--- src/rtl/sk6805_pkg.sv ---
// Shared types, FSM state encodings and default 10 MHz timing for the SK6805 stream transmitter.
package sk6805_pkg;

  localparam int unsigned DefT0h      = 3;
  localparam int unsigned DefT1h      = 6;
  localparam int unsigned DefTBit     = 12;
  localparam int unsigned DefResetCyc = 800;

  typedef logic [2:0] sk_state_t;

  localparam sk_state_t StIdle  = 3'd0;
  localparam sk_state_t StLoad  = 3'd1;
  localparam sk_state_t StHigh  = 3'd2;
  localparam sk_state_t StLow   = 3'd3;
  localparam sk_state_t StLatch = 3'd4;

  // FIFO entry: frame-last flag followed by the colour in wire order.
  typedef struct packed {
    logic       last;
    logic [7:0] g;
    logic [7:0] r;
    logic [7:0] b;
  } sk_pix_t;

  // (c * (bright + 1)) >> 8: bright = 255 is identity, bright = 0 is black.
  function automatic logic [7:0] scale_chan(input logic [7:0] c, input logic [7:0] bright);
    logic [15:0] prod;
    prod = {8'h00, c} * ({8'h00, bright} + 16'd1);
    return 8'(prod >> 8);
  endfunction

endpackage

--- src/rtl/sk6805_pix_fifo.sv ---
// Small synchronous pixel FIFO; push is refused when full, pop is ignored when empty.
module sk6805_pix_fifo
  import sk6805_pkg::*;
#(
  parameter int unsigned Depth = 4
) (
  input  logic    clk_i,
  input  logic    rst_ni,
  input  logic    push_i,
  input  logic    pop_i,
  input  sk_pix_t data_i,
  output sk_pix_t data_o,
  output logic    full_o,
  output logic    empty_o
);

  localparam int unsigned Aw = (Depth > 1) ? $clog2(Depth) : 1;
  localparam logic [Aw:0] DepthC = Depth[Aw:0];

  sk_pix_t       mem_q [Depth];
  logic [Aw-1:0] wr_q, wr_d, rd_q, rd_d;
  logic [Aw:0]   cnt_q, cnt_d;
  logic          do_push, do_pop;

  assign full_o  = (cnt_q == DepthC);
  assign empty_o = (cnt_q == '0);
  assign do_push = push_i & ~full_o;
  assign do_pop  = pop_i & ~empty_o;
  assign data_o  = mem_q[rd_q];

  always_comb begin
    wr_d = do_push ? wr_q + 1'b1 : wr_q;
    rd_d = do_pop ? rd_q + 1'b1 : rd_q;
    unique case ({do_push, do_pop})
      2'b10:   cnt_d = cnt_q + 1'b1;
      2'b01:   cnt_d = cnt_q - 1'b1;
      default: cnt_d = cnt_q;
    endcase
  end

  always_ff @(posedge clk_i or negedge rst_ni) begin
    if (!rst_ni) begin
      wr_q  <= '0;
      rd_q  <= '0;
      cnt_q <= '0;
    end else begin
      wr_q  <= wr_d;
      rd_q  <= rd_d;
      cnt_q <= cnt_d;
    end
  end

  always_ff @(posedge clk_i) begin
    if (do_push) mem_q[wr_q] <= data_i;
  end

endmodule

--- src/rtl/sk6805_stream_tx.sv ---
// SK6805 streaming transmitter: FIFO-buffered RGB pixels sent as GRB pulse-width words.
// Define SK6805_BRIGHT_EN to scale every channel by Bright at LOAD.
module sk6805_stream_tx
  import sk6805_pkg::*;
#(
  parameter int unsigned T0H        = DefT0h,
  parameter int unsigned T1H        = DefT1h,
  parameter int unsigned T_BIT      = DefTBit,
  parameter int unsigned RESET_CYC  = DefResetCyc,
  parameter int unsigned FIFO_DEPTH = 4
) (
  input  logic       clk_10MHz,
  input  logic       Rst_n,
  input  logic       Pix_Valid,
  output logic       Pix_Ready,
  input  logic [7:0] R_In,
  input  logic [7:0] G_In,
  input  logic [7:0] B_In,
  input  logic       Frame_Last,
  input  logic [7:0] Bright,
  output logic       LED_IO,
  output logic       Busy,
  output logic       Frame_Done,
  output logic       Underrun
);

  localparam int unsigned CntW = 16;
  localparam logic [CntW-1:0] HiZero   = CntW'(T0H - 1);
  localparam logic [CntW-1:0] HiOne    = CntW'(T1H - 1);
  localparam logic [CntW-1:0] LoZero   = CntW'(T_BIT - T0H - 1);
  localparam logic [CntW-1:0] LoOne    = CntW'(T_BIT - T1H - 1);
  localparam logic [CntW-1:0] LatchCnt = CntW'(RESET_CYC - 1);

  sk_state_t       state_q, state_d;
  logic [CntW-1:0] cnt_q, cnt_d;
  logic [4:0]      bit_q, bit_d;
  logic [23:0]     shift_q, shift_d;
  logic            last_q, last_d;
  logic            led_q, led_d, done_q, done_d, under_q, under_d;
  logic            push, pop, full, empty;
  sk_pix_t         fifo_in, head;
  logic [7:0]      g_s, r_s, b_s;

  assign Pix_Ready  = Rst_n & ~full;
  assign push       = Pix_Valid & Pix_Ready;
  assign fifo_in    = {Frame_Last, G_In, R_In, B_In};
  assign Busy       = (state_q != StIdle) | ~empty;
  assign LED_IO     = led_q;
  assign Frame_Done = done_q;
  assign Underrun   = under_q;

  sk6805_pix_fifo #(
    .Depth(FIFO_DEPTH)
  ) u_fifo (
    .clk_i  (clk_10MHz),
    .rst_ni (Rst_n),
    .push_i (push),
    .pop_i  (pop),
    .data_i (fifo_in),
    .data_o (head),
    .full_o (full),
    .empty_o(empty)
  );

`ifdef SK6805_BRIGHT_EN
  assign g_s = scale_chan(head.g, Bright);
  assign r_s = scale_chan(head.r, Bright);
  assign b_s = scale_chan(head.b, Bright);
`else
  logic unused_bright;
  assign unused_bright = ^Bright;
  assign g_s = head.g;
  assign r_s = head.r;
  assign b_s = head.b;
`endif

  always_comb begin
    state_d = state_q;
    cnt_d   = cnt_q;
    bit_d   = bit_q;
    shift_d = shift_q;
    last_d  = last_q;
    done_d  = 1'b0;
    under_d = 1'b0;
    pop     = 1'b0;
    unique case (state_q)
      StIdle: if (!empty || push) state_d = StLoad;
      StLoad: begin
        pop     = 1'b1;
        shift_d = {g_s, r_s, b_s};
        bit_d   = 5'd23;
        last_d  = head.last;
        cnt_d   = g_s[7] ? HiOne : HiZero;
        state_d = StHigh;
      end
      StHigh: begin
        if (cnt_q == '0) begin
          cnt_d   = shift_q[23] ? LoOne : LoZero;
          state_d = StLow;
        end else begin
          cnt_d = cnt_q - 1'b1;
        end
      end
      StLow: begin
        cnt_d = cnt_q - 1'b1;
        if (bit_q != 5'd0) begin
          if (cnt_q == '0) begin
            shift_d = shift_q << 1;
            bit_d   = bit_q - 5'd1;
            cnt_d   = shift_q[22] ? HiOne : HiZero;
            state_d = StHigh;
          end
        end else if (last_q) begin
          if (cnt_q == '0) begin
            cnt_d   = LatchCnt;
            state_d = StLatch;
          end
        end else if (!empty && cnt_q <= CntW'(1)) begin
          // LOAD stands in for the final low cycle, so the bit period stays exact.
          state_d = StLoad;
        end else if (cnt_q == '0) begin
          under_d = 1'b1;
          cnt_d   = LatchCnt;
          state_d = StLatch;
        end
      end
      StLatch: begin
        if (cnt_q == '0) begin
          done_d  = 1'b1;
          state_d = (!empty || push) ? StLoad : StIdle;
        end else begin
          cnt_d = cnt_q - 1'b1;
        end
      end
      default: state_d = StIdle;
    endcase
    led_d = (state_d == StHigh);
  end

  always_ff @(posedge clk_10MHz or negedge Rst_n) begin
    if (!Rst_n) begin
      state_q <= StIdle;
      cnt_q   <= '0;
      bit_q   <= '0;
      shift_q <= '0;
      last_q  <= 1'b0;
      led_q   <= 1'b0;
      done_q  <= 1'b0;
      under_q <= 1'b0;
    end else begin
      state_q <= state_d;
      cnt_q   <= cnt_d;
      bit_q   <= bit_d;
      shift_q <= shift_d;
      last_q  <= last_d;
      led_q   <= led_d;
      done_q  <= done_d;
      under_q <= under_d;
    end
  end

endmodule

--- config.mk ---
export PLATFORM = sky130hd
export DESIGN_NAME = sk6805_stream_tx
export DESIGN_NICKNAME = d
export VERILOG_FILES = /design/src/rtl/sk6805_pkg.sv /design/src/rtl/sk6805_pix_fifo.sv /design/src/rtl/sk6805_stream_tx.sv
export SDC_FILE = /design/constraint.sdc
export NUM_CORES = 1
export LEC_CHECK = 0
export ABC_CLOCK_PERIOD_IN_PS = 2900
export CORE_MARGIN = 1.5
export CORE_UTILIZATION = 50
export DETAILED_ROUTE_END_ITERATION = 6
export PLACE_DENSITY = 0.74
export SLEW_MARGIN = 30
export SYNTH_ARGS = -nofsm -noshare
export SYNTH_HDL_FRONTEND = slang
export SYNTH_SLANG_ARGS = --single-unit
--- constraint.sdc ---
create_clock -name clk_10MHz -period 2.9 [get_ports clk_10MHz]
set_input_delay 0.29 -clock clk_10MHz [delete_from_list [all_inputs] [get_ports clk_10MHz]]
set_output_delay 0.29 -clock clk_10MHz [all_outputs]
set_load 0.005 [all_outputs]
After elaboration in Yosys (flattened, before gate mapping)
Memory sizes are Yosys's and may differ from the RTL's.
Index checks and enable logic that the tools add are counted.
{"block": "word_totals", "out_inout_bits": 5, "ram_bits": 100, "n_memories": 1, "register_bits": 59}
{"memory": "u_fifo.mem_q", "depth": 4, "width": 25, "rd": 1, "rd_ports_with_merged_regs": 0, "wr": 1, "line_no": "sk6805_pix_fifo.sv:20", "source": "sk_pix_t mem_q [Depth];"}
{"block": "op_classes", "n_lt_le_gt_ge": 1, "n_mux": 37, "bitwise_logic": 7, "add_sub_neg": 6, "n_reduce_logical": 13, "n_eq_ne": 11}
{"op": "$mux 16", "count": 7}
{"op": "$pmux 16 s4", "count": 1}
{"op": "$mux 24", "count": 2}
{"op": "$pmux 24 s2", "count": 1}
{"op": "$mux 3", "count": 10}
{"op": "$le 16x1->1 const B", "count": 1}
{"op": "$logic_not 16->1", "count": 1}
{"op": "$sub 16x1->16 const B", "count": 1}
{"op": "$pmux 3 s5", "count": 1}
{"op": "$mux 1", "count": 10}
{"op": "$mux 5", "count": 2}
{"op": "$pmux 5 s2", "count": 1}
{"op": "$eq 3x2->1 const B", "count": 3}
{"op": "$eq 3x3->1 const B", "count": 2}
{"op": "$logic_not 3->1", "count": 2}
{"op": "$ne 2x2->1 const B", "count": 3}
{"op": "$pmux 3 s2", "count": 1}
{"op": "$reduce_bool 5->1", "count": 1}
{"op": "$sub 5x1->5 const B", "count": 1}
{"op": "$add 2x1->2 const B", "count": 2}
{"op": "$and 1x1->1", "count": 4}
{"op": "$mux 4", "count": 1}
{"op": "$reduce_bool 2->1", "count": 2}
{"op": "$reduce_bool 4->1", "count": 1}
{"op": "13 further kinds", "count": 14}

Longest topological paths before layout
Gate-level depths: netlist (run 1).
{"block": "depth", "ltp_word": 9, "depth_mapped": 10}

Modules after synthesis
Synthesis (run 1) repeated with hierarchy kept, for this count alone.
{"block": "unflattened", "cells_unflattened": 502, "hier_area_um2": 7044.3}
{"module": "sk6805_pix_fifo", "cells_each": 168, "n_inst": 1, "seq_area_each_um2": 3178.0, "area_each_um2": 4080.2}
{"module": "sk6805_stream_tx", "cells_each": 334, "n_inst": 1, "seq_area_each_um2": 1301.2, "area_each_um2": 2964.1}

Worst setup path after synthesis (run 1)
Ideal clock, no wire load.
{"block": "synth_path", "path_type": "reg2reg", "startpoint": "register cnt_q[0]", "endpoint": "register bit_q[3]", "t_required_ns": 2.780, "path_buffers": 1, "setup_time_ns": 0.120, "setup_slack_ns": 0.560, "arrival_time_ns": 2.219, "period_less_slack_ns": 2.340, "path_stages_with_launch": 9, "cell_sequence": "dfrtp_1 -> inv_1 -> ha_1 -> nor3b_1 -> nand4_1 -> o21ai_1 -> clkbuf_1 -> a31oi_1 -> a41o_1"}
{"block": "synth_between", "elab_chain_len": 3}
{"element": "start, declared", "line_no": "sk6805_stream_tx.sv:35", "source": "logic [CntW-1:0] cnt_q, cnt_d;"}
{"element": "start signal, assigned", "line_no": "sk6805_stream_tx.sv:152", "source": "cnt_q <= cnt_d;"}
{"element": "$logic_not 16->1", "line_no": "sk6805_stream_tx.sv:107", "source": "if (cnt_q == '0) begin"}
{"element": "$ne 2x2->1 (no source line)"}
{"element": "$reduce_and 3->1 (no source line)"}
{"element": "end signal, assigned", "line_no": "sk6805_stream_tx.sv:153", "source": "bit_q <= bit_d;"}
{"element": "end, declared", "line_no": "sk6805_stream_tx.sv:36", "source": "logic [4:0] bit_q, bit_d;"}
No other way between the ends.
A chain may end at the register's enable or synchronous reset.

Final worst setup path (run 1)
{"block": "layout_path", "startpoint": "register cnt_q[2]", "endpoint": "register cnt_q[15]"}
{"block": "layout_between", "elab_chain_len": 6}
{"element": "$sub 16x1->16, or another cell as far along", "line_no": "sk6805_stream_tx.sv:101, sk6805_stream_tx.sv:105, sk6805_stream_tx.sv:132"}
{"element": "$mux 16 / $logic_and 1x1->1 (equally long branches)", "line_no": "sk6805_stream_tx.sv:114, sk6805_stream_tx.sv:121, sk6805_stream_tx.sv:118"}
{"element": "$mux 16", "line_no": "sk6805_stream_tx.sv:118", "source": "end else if (!empty && cnt_q <= CntW'(1)) begin"}
{"element": "$mux 16", "line_no": "sk6805_stream_tx.sv:113", "source": "end else if (last_q) begin"}
{"element": "$mux 16", "line_no": "sk6805_stream_tx.sv:106", "source": "if (bit_q != 5'd0) begin"}
{"element": "$pmux 16 s4", "line_no": "sk6805_stream_tx.sv:86", "source": "unique case (state_q)"}
Parallel ways exist; a longest one is shown, timed or not. The select of a mux whose other input is x is not followed.

==> results of run 1 <==
==> worst paths after layout <==
check	to	slack [ns]	cells after the start
hold / removal	state_q[0]	0.10	2
hold reg to reg	shift_q[0]	0.52	1
min in group clk_10MHz	u_fifo.mem_q[2][12]	0.49	1
max in group asynchronous	Frame_Done	2.30	2
setup reg to reg	cnt_q[15]	0.38	5
setup / recovery	cnt_q[15]	0.38	5
==> power groups by stage <==
stage	clock network, W	registers [W]	logic (W)
detailed placement	0	0.00275	0.000476
global placement	0	0.00273	0.000457
global route	0.00230	0.00272	0.000521
floorplan	0	0.00272	0.000288
finish	0.00216	0.00270	0.000469
CTS	0.00221	0.00270	0.000480
==> sequential cells by signal, summed over array words and instances (netlist names) <==
name / count
bit_q: 5
u_fifo.rd_q: 2
Underrun: 1
cnt_q: 16
Frame_Done: 1
u_fifo.wr_q: 2
state_q: 3
last_q: 1
shift_q: 24
u_fifo.cnt_q: 3
u_fifo.mem_q: 100
LED_IO: 1
==> cell usage after synthesis, types with 7 or more instances <==
| cell | n | area, um^2 |
|---|---|---|
| nor2_1 | 22 | 82.6 |
| clkbuf_1 | 23 | 86.3 |
| dfrtp_1 | 59 | 1480 |
| a21oi_1 | 29 | 145 |
| o21ai_0 | 14 | 70.1 |
| edfxtp_1 | 100 | 3000 |
| mux4_2 | 25 | 563 |
| nand2_1 | 64 | 240 |
| ha_1 | 8 | 100 |
| nor3_1 | 11 | 55.1 |
| a31oi_1 | 7 | 43.8 |
| a41oi_1 | 23 | 201 |
| inv_1 | 15 | 56.3 |
==> worst max-delay path: cells and delay by family, from the launching register on <==
kind / cells / cell delay (ns)
flip-flops: 1 / 0.44
AO/OA/AOI/OAI: 1 / 0.15
AND/OR/NAND/NOR: 4 / 1.86
==> routing by layer <==
metal  wire length [um]  vias up
li1                   -     2056
met1               5960     2151
met2               6600      107
met3                591       16
met4                152        0
met5                  0        -
==> stage by stage <==
stage	setup WS (ns)	hold slack, ns	utilization	total power, W
finish	0.382	0.103	0.610	0.00533
global route	0.205	0.179	0.610	0.00554
CTS	0.371	0.136	0.610	0.00539
detailed placement	0.418	0.494	0.567	0.00322
global placement	0.520	0.496	0.567	0.00319
floorplan	0.560	-0.00559	-	0.00301
==> area by class of cell <==
class,instances,area (um^2),share of cell area
flip-flops and latches,159,4480,0.548
multi-input cells,303,2330,0.285
repair buffers,55,513,0.0627
clock buffers,17,425,0.0520
well taps,176,220,0.0269
clock inverters,15,153,0.0187
inverters,15,56.3,0.00688
==> logic make-up after synthesis <==
logic type	Yosys count	synth area share
AO/OA/AOI/OAI	109	0.109
XOR/XNOR	8	0.0100
adder cells (fa/ha/maj)	9	0.0172
buffers and inverters	44	0.0253
flip-flops	159	0.642
multiplexers	31	0.0895
AND/OR/NAND/NOR	146	0.106
==> impl_results.md, run 1 <==
- Min Tclk post-route: ~2.5 ns
- Slowest CP cell: or4b_2
- Finished layout cell area: 8180 um^2
- CTS tree: built
- WL/cell: around 18 um
- Fill cells: between 1000 and 1500
- Max Clk Rate: approximately 400 MHz
- H-tree depth: 4
- RSZ-0062 raised after global routing: no
- Final #Nets: 596
- Global route hottest layer: met2
- Core Region: roughly 13000 um^2
- Crit path max fanout: 7
- Final slew viol count: 0
- Distinct cells, synth: between 60 and 70
- Share of post-route cells with drive strength above 1: 0.184
- Most frequent cells in the layout: edfxtp_1, nand2_1, dfrtp_1
- TritonCTS buffer count: 17
- Failing checks: DRC
- Flop pwr share: 0.506
- Critical path type: register to register
- Crit path required time: between 3 and 4 ns
- Power share of the combinational group: 0.088
- Clock root cell: clkbuf_16
- Tcrit/Tclk final: 0.868
- Post-synth ARST share: 0.371
- Internal: 0.00403 W
- Ys Warns: 0
- Gr ovfl total: 0
- DIE AREA: ~15000 um^2
- Max_cap viols: 0
- Clock network power share: 0.406
- CTS Hold Bufs: 0
- Sw Pwr: roughly 0.0013 W
- Pre-antenna DRT Iters: 7
- Vias per cell: between 5 and 6
- Post-CTS Resized: 0
- Total Wirelength: ~13 mm
- Fin Clk Skew: roughly 0.0074 ns
- Vias in the first global route: about 4400
- Row count: 42
- Bufs on Longest Clock Path: 2
- Clock Latency Late Sink: roughly 0.42 ns
- Post-CTS Setup Inserts: 0
- Die W: around 120 um
- Met2 usage: 0.320
- Input/output buffers: 32
- Worst hold path type: input pin to async pin
- Hold violation count in the final report: 0
- Predominant post-synthesis flop cell: edfxtp_1
- Die Y: between 100 and 150 um
- Fin Setup TNS: 0 ns
- Number of flops mapped to enable cells by yosys: 100
- Worst path cell trace: nor4_1, nand2_1, or4_1, or4b_2, a21oi_2
- Post-DP HPWL: roughly 8.5 mm
- Via count: about 4300
- Fin cells: 740
- Avg Cell Area, Syn: about 14 um^2
- Pwr Density: approximately 650 nW/um^2
- Sequential share of the synthesized area: 0.642
- Crit end category: register
- Clock tree sinks: around 160
- Final setup violation count: 0
- Sw Share: 0.244
- Worst setup path startpoint: cnt_q[2]
- DP Cell Count: between 700 and 800
- GRT met1 Usage: 0.267
- DP Area: ~7600 um^2
- Total Routing Usage GR: 0.201
- GP Congestion: approximately 0.84
- Largest net degree at the start of global routing: 60
- First-pass GRT wire length: 22.5 mm
- Initial Util: 0.520
- Worst-path clk slew: roughly 0.060 ns
- Rel. slew slack: 0.500
- Area growth, synth to finish: 17.3%
- DRC: 1
- Most common cell after layout, fill and taps aside: edfxtp_1
- Detail Route Antenna Nets: 0
- IO Count: 41
- Synth Cell Area: between 6000 and 7000 um^2
- FF+latch count, synth: 159
- Leakage: slightly below 3 nW
- Crit-path max cell delay: roughly 0.67 ns
- Antenna diodes: 0
- DR iter-0 viols: a little over 400
- M3 GR Usage: 0.0587
- Antenna violations before repair: 0
- Worst Tran Pin Value: 0.749 ns
- CP arrival: roughly 2.9 ns
- Synth Net Count: 551
- Post-Synthesis Cells: about 500
- Crit path launch type: register
- Worst VDD drop: ~0.58 mV
- Status: complete, but fails checks
- Worst r2r src: cnt_q[2]
Note: power is estimated with default switching activity, not from simulation.
==> run 2, diff against run 1 <==
--- a/config.mk
+++ b/config.mk
@@ -6,7 +6,6 @@
 export NUM_CORES = 1
 export LEC_CHECK = 0
 export ABC_CLOCK_PERIOD_IN_PS = 2900
-export CORE_MARGIN = 1.5
 export CORE_UTILIZATION = 50
 export DETAILED_ROUTE_END_ITERATION = 6
 export PLACE_DENSITY = 0.74
@@ -14,3 +13,4 @@
 export SYNTH_ARGS = -nofsm -noshare
 export SYNTH_HDL_FRONTEND = slang
 export SYNTH_SLANG_ARGS = --single-unit
+export TNS_END_PERCENT = 10
==> run 2 against run 1 <==
  * The run now ends clean
  * Non-clock buffer count is 2 lower
  * Critical endpoint unchanged
  * Clock skew is 0.0067 ns higher
  * Sequential power is essentially flat
  * Highest routed layer unchanged
  * Fmax decreased by 1.3%
==> impl_results.md, run 2 (synthesized netlist as in run 1, its figures left out) <==
- Status: complete, no violations
- Vias in the first global route: 4461 (+1.1%)
- Fill cells: 1025 (+0.89%)
- Bufs on Longest Clock Path: 2 (unchanged)
- DR iter-0 viols: 400 (-1.5%)
- Leakage: 2.95 nW (-0.94%)
- Via count: 4429 (+2.3%)
- Max reg flops: 100 (unchanged)
- Top Family by Delay on Critical Path: simple AND/OR/NAND/NOR gates
- Rel. slew slack: 0.486 (-0.0148)
- Core Region: 13400 um^2 (unchanged)
- Finished layout cell area: 8140 um^2 (-0.52%)
- Post-Place Setup Slack: 0.390 ns (-0.0284 ns)
- Max_cap viols: 0 (unchanged)
- Worst path bufs/invs: 3 (+3)
- Min Tclk post-route: 2.55 ns (+0.0325 ns)
- Antenna violations before repair: 0 (unchanged)
- Post-DP HPWL: 8.73 mm (+2.5%)
- Worst reg2reg path endpoint: cnt_q[15]
- Pre-antenna DRT Iters: 5 (-2)
- WL/cell: 18.8 um (+4.4%)
- Most frequent cells in the layout: edfxtp_1, nand2_1, dfrtp_1
- Crit path max fanout: 23 (+16)
- Clock Latency Late Sink: 0.43 ns (about the same)
- IO Count: 41 (unchanged)
- Tcrit/Tclk final: 0.880 (+0.0112)
- CTS tree: built
- Fin Setup TNS: 0 ns (unchanged)
- Max Clk Rate: 392 MHz (-1.3%)
- Worst Tran Pin Value: 0.772 ns (+0.0221 ns)
- Area growth, synth to finish: 16.7%
- H-tree depth: 4 (unchanged)
- Total Wirelength: 13.9 mm (+4.1%)
- DP Area: 7570 um^2 (-0.36%)
- Worst hold path type: input pin to async pin
- Fin Clk Skew: 0.0141 ns (+0.00666 ns)
- Crit end category: register
- Antenna diodes: 0 (unchanged)
- Final setup violation count: 0 (unchanged)
- Crit path launch type: register
- Detail Route Antenna Nets: 0 (unchanged)
- Worst-path clk slew: 0.06 ns (about the same)
- Post-CTS Setup Inserts: 0 (unchanged)
- Input/output buffers: 32 (unchanged)
- Worst VDD drop: 0.595 mV (+2.6%)
- Gr ovfl total: 0 (unchanged)
- Most flops, register: u_fifo.mem_q
- Crit-path max cell delay: 0.67 ns (about the same)
- Hold violation count in the final report: 0 (unchanged)
- Vias per cell: 6.00 (+2.6%)
- RSZ-0062 raised after global routing: no
- Pwr Density: 651 nW/um^2 (-0.23%)
- Largest registers: u_fifo.mem_q: 100 flops, shift_q: 24 flops, cnt_q: 16 flops
- R2R setup slack: 0.35 ns (-0.03 ns)
- CP arrival: 2.90 ns (+0.03 ns)
- Crit path top cell by count: buf_4
- Final #Nets: 594 (-0.34%)
- First-pass GRT wire length: 23.2 mm (+3.2%)
- Die Y: 120 um (-0.83%)
- Initial Util: 0.520 (unchanged)
- Slowest CP cell: or4b_2
- Clock root cell: clkbuf_16
- DIE AREA: 14400 um^2 (-1.6%)
- Row count: 42 (unchanged)
- Total Routing Usage GR: 0.212 (+0.0115)
- Worst r2r src: cnt_q[0]
- Critical path type: register to register
- CTS Hold Bufs: 0 (unchanged)
- Reg2reg path depth: 9 (+4)
- DRC: 0 (-1)
- TritonCTS buffer count: 17 (unchanged)
- Final setup margin: 0.349 ns (-0.0325 ns)
- Crit path required time: 3.25 ns (about the same)
- GP Congestion: 0.894 (+6.3%)
- Share of post-route cells with drive strength above 1: 0.178 (-0.00646)
- Most common cell after layout, fill and taps aside: edfxtp_1
- Final slew viol count: 0 (unchanged)
- Pwr Total: 0.00529 W (-0.75%)
- Post-CTS Resized: 0 (unchanged)
- Worst path cell trace: inv_1, ha_1, nor3b_1, buf_4, nand4_1, a21oi_1, buf_4, or4b_2, a21oi_2
- Largest net degree at the start of global routing: 60 (unchanged)
- Die W: 120 um (-0.83%)
- Clock tree sinks: 159 (unchanged)
==> run 2: area by class of cell <==
cell class,count,area [um^2],share of cell area
Sequential cell,159,4480,0.551
Multi-Input combinational cell,303,2330,0.287
Timing Repair Buffer,53,485,0.0597
Clock buffer,19,433,0.0532
Tap cell,176,220,0.0271
Clock inverter,13,130,0.0160
Inverter,15,56.3,0.00692
==> run 2: metrics by stage <==
stage                     std cells  hold slack, ns  utilization
after floorplan                 506        -0.00559            -
after global placement          706           0.494        0.565
after detailed placement        706           0.506        0.565
after CTS                       738           0.139        0.607
after global routing            738           0.193        0.607
final                           738           0.112        0.607
==> run 2: layer usage <==
| metal | part of all wire | GRT usage | vias to the layer above | wire [um] |
|---|---|---|---|---|
| met5 | 0 | 0 | - | 0 |
| met4 | 0.0078 | 0.0664 | 0 | 108 |
| met3 | 0.040 | 0.0523 | 10 | 555 |
| met2 | 0.52 | 0.354 | 128 | 7160 |
| met1 | 0.44 | 0.274 | 2233 | 6040 |
| li1 | - | - | 2058 | - |
==> run 2: how the worst max path moves through the flow <==
| stage | from | end | cells past startpoint |
|---|---|---|---|
| 3_3_place_gp | cnt_q[0] | cnt_q[15] | 9 |
| 2_1_floorplan | cnt_q[0] | bit_q[3] | 8 |
| 4_1_cts | cnt_q[0] | cnt_q[15] | 9 |
| 6_report | cnt_q[0] | cnt_q[15] | 9 |
| 3_5_place_dp | cnt_q[0] | cnt_q[15] | 9 |
| 5_1_grt | cnt_q[0] | shift_q[12] | 9 |
==> run 2: worst reg2reg max path, delay by kind of cell (launching register included) <==
family / cells / cell delay [ns]
compound gates: 2 / 0.26
flops: 1 / 0.43
fa+ha+maj: 1 / 0.26
buf+inv: 3 / 0.49
simple gates: 3 / 1.04
==> run 2: where the power goes <==
group	internal (W)	switching [W]	total (W)	leakage (nW)
logic	0.000195	0.000269	0.000464	1.07
registers	0.00262	0.0000837	0.00270	1.60
clock network	0.00120	0.000924	0.00213	0.273
==> patch, RTL diff (config.mk and constraints of run 1) <==
Take the reset off `shift_q` and load it in a clocked block of its own.
--- a/src/rtl/sk6805_stream_tx.sv
+++ b/src/rtl/sk6805_stream_tx.sv
@@ -144,3 +144,2 @@
       bit_q   <= '0;
-      shift_q <= '0;
       last_q  <= 1'b0;
@@ -153,3 +152,2 @@
       bit_q   <= bit_d;
-      shift_q <= shift_d;
       last_q  <= last_d;
@@ -161,2 +159,6 @@
 
+  always_ff @(posedge clk_10MHz) begin
+    shift_q <= shift_d;
+  end
+
 endmodule
Behaviour: no difference found for any inputs over 10 cycles, from zero or initial values and one cycle with Rst_n low; that may be too few to reach the edited logic, so the function may still have changed.
==> patch against run 1 <==
- total power is 2.2% higher
- sequential cell count unchanged
- worst setup slack worse by 0.21 ns
- wire length is essentially flat
- design area fell by 0.37%
- global-route usage rose by 0.14 points
- first-iteration DRC count shrank 10%
- synthesized area is 1.6% lower
- maximum frequency down 7.9%
- largest cell class unchanged
- highest routed layer unchanged
==> patch: results (changes against run 1) <==
stage,metric,value,unit,change
synthesis,sequential share of the synthesized area,0.670,,was 0.642
setup_path,start point of the critical path,cnt_q[0],,was cnt_q[2]
setup_path,cell depth of the worst flop-to-flop path,7,,was 5
finish,layout overhead on the synthesized area,18.7,%,was 17.3%
finish,share of layout cells above drive strength 1,0.168,,was 0.184
synthesis,ys async rst share,0.220,,was 0.371
detailed_routing,vias per cell,5.80,,was 5.85
grt,first-pass GRT wire length,22000,um,was 22500 um
grt,largest net degree at the start of global routing,37,,was 60
finish,Finished Layout Cells,724,,was 740
place,post-place setup slack,0.115,ns,was 0.418 ns
setup_path,reg2reg start,cnt_q[0],,was cnt_q[2]
detailed_routing,DRT iter0 DRCs,364,,was 406
timing,smallest setup slack after layout,0.167,ns,was 0.382 ns
synthesis,average size of a mapped cell,14.2,um^2,was 13.8 um^2
power_and_ir_drop,Switching Fraction,0.236,,was 0.244
grt,met3 Use GR,0.0494,,was 0.0587
synthesis,Synthesized Nets,529,,was 551
grt,GRT Total Usage,0.202,,was 0.201
synthesis,Post-synth top cells,"edfxtp_1 (124), nand2_1 (88), dfrtp_1 (35)",,"was edfxtp_1 (100), nand2_1 (64), dfrtp_1 (59)"
synthesis,number of flops mapped to enable cells by yosys,124,,was 100
setup_path,crit path max fanout,11,,was 7
timing,clk_skew,0.00669,ns,was 0.00744 ns
setup_path,WP data arrival,3.05,ns,was 2.87 ns
status,status,"complete, no violations",,"was complete, but fails checks"
synthesis,Netlist cell types,57,,was 61
power_and_ir_drop,Pint,4.16,mW,was 4.03 mW
finish,Fillers,994,,was 1016
grt,GRT met1 Usage,0.249,,was 0.267
timing,worst hold margin,0.402,ns,was 0.103 ns
power_and_ir_drop,LEAKAGE,2.93,nW,was 2.98 nW
timing,relative slew slack,0.478,,was 0.500
setup_path,max incr delay on CP,0.65,ns,was 0.67 ns
grt,number of global-route vias before repair,4334,,was 4413
setup_path,slowest stage cell on the critical path,or4_4,,was or4b_2
detailed_routing,wire per inst,18.4,um,was 18.0 um
synthesis,Synth area leaders,"edfxtp_1 (54%), dfrtp_1 (13%), mux4_2 (8.2%)",,"was edfxtp_1 (43%), dfrtp_1 (21%), mux4_2 (8.1%)"
place,placed insts,692,,was 708
place,DP Area,7520,um^2,was 7600 um^2
grt,met2 GRT Util,0.336,,was 0.320
detailed_routing,Pre-antenna DRT Iters,5,,was 7
## patch: cell types whose count changed after synthesis, moves of 4 or more
cell / delta
a21oi_2: -5
o21ai_0: -4
nor2_1: -5
a22oi_1: +5
a21oi_1: -8
dfrtp_1: -24
clkbuf_1: -9
nor4_1: +5
nand2_1: +24
a41oi_1: -22
edfxtp_1: +24
## patch: kinds of logic (layout without fill, tap and decap cells)
logic type	count (synthesis)	after routing	share of synthesized area
xor gates and xnor gates	6	6	0.00766
buffers and inverters	41	105	0.0246
and+or+nand+nor	164	164	0.118
AOI/OAI and AO/OA	73	73	0.0700
adders and majority gates	9	9	0.0175
muxes	32	32	0.0926
DFF	159	159	0.670
## patch: layout make-up
class	count	area share
well taps	176	0.0270
repair buffers	56	0.0645
clock buffers	17	0.0522
clock inverters	15	0.0244
multi-input cells	284	0.260
inverters	17	0.00783
flip-flops and latches	159	0.564
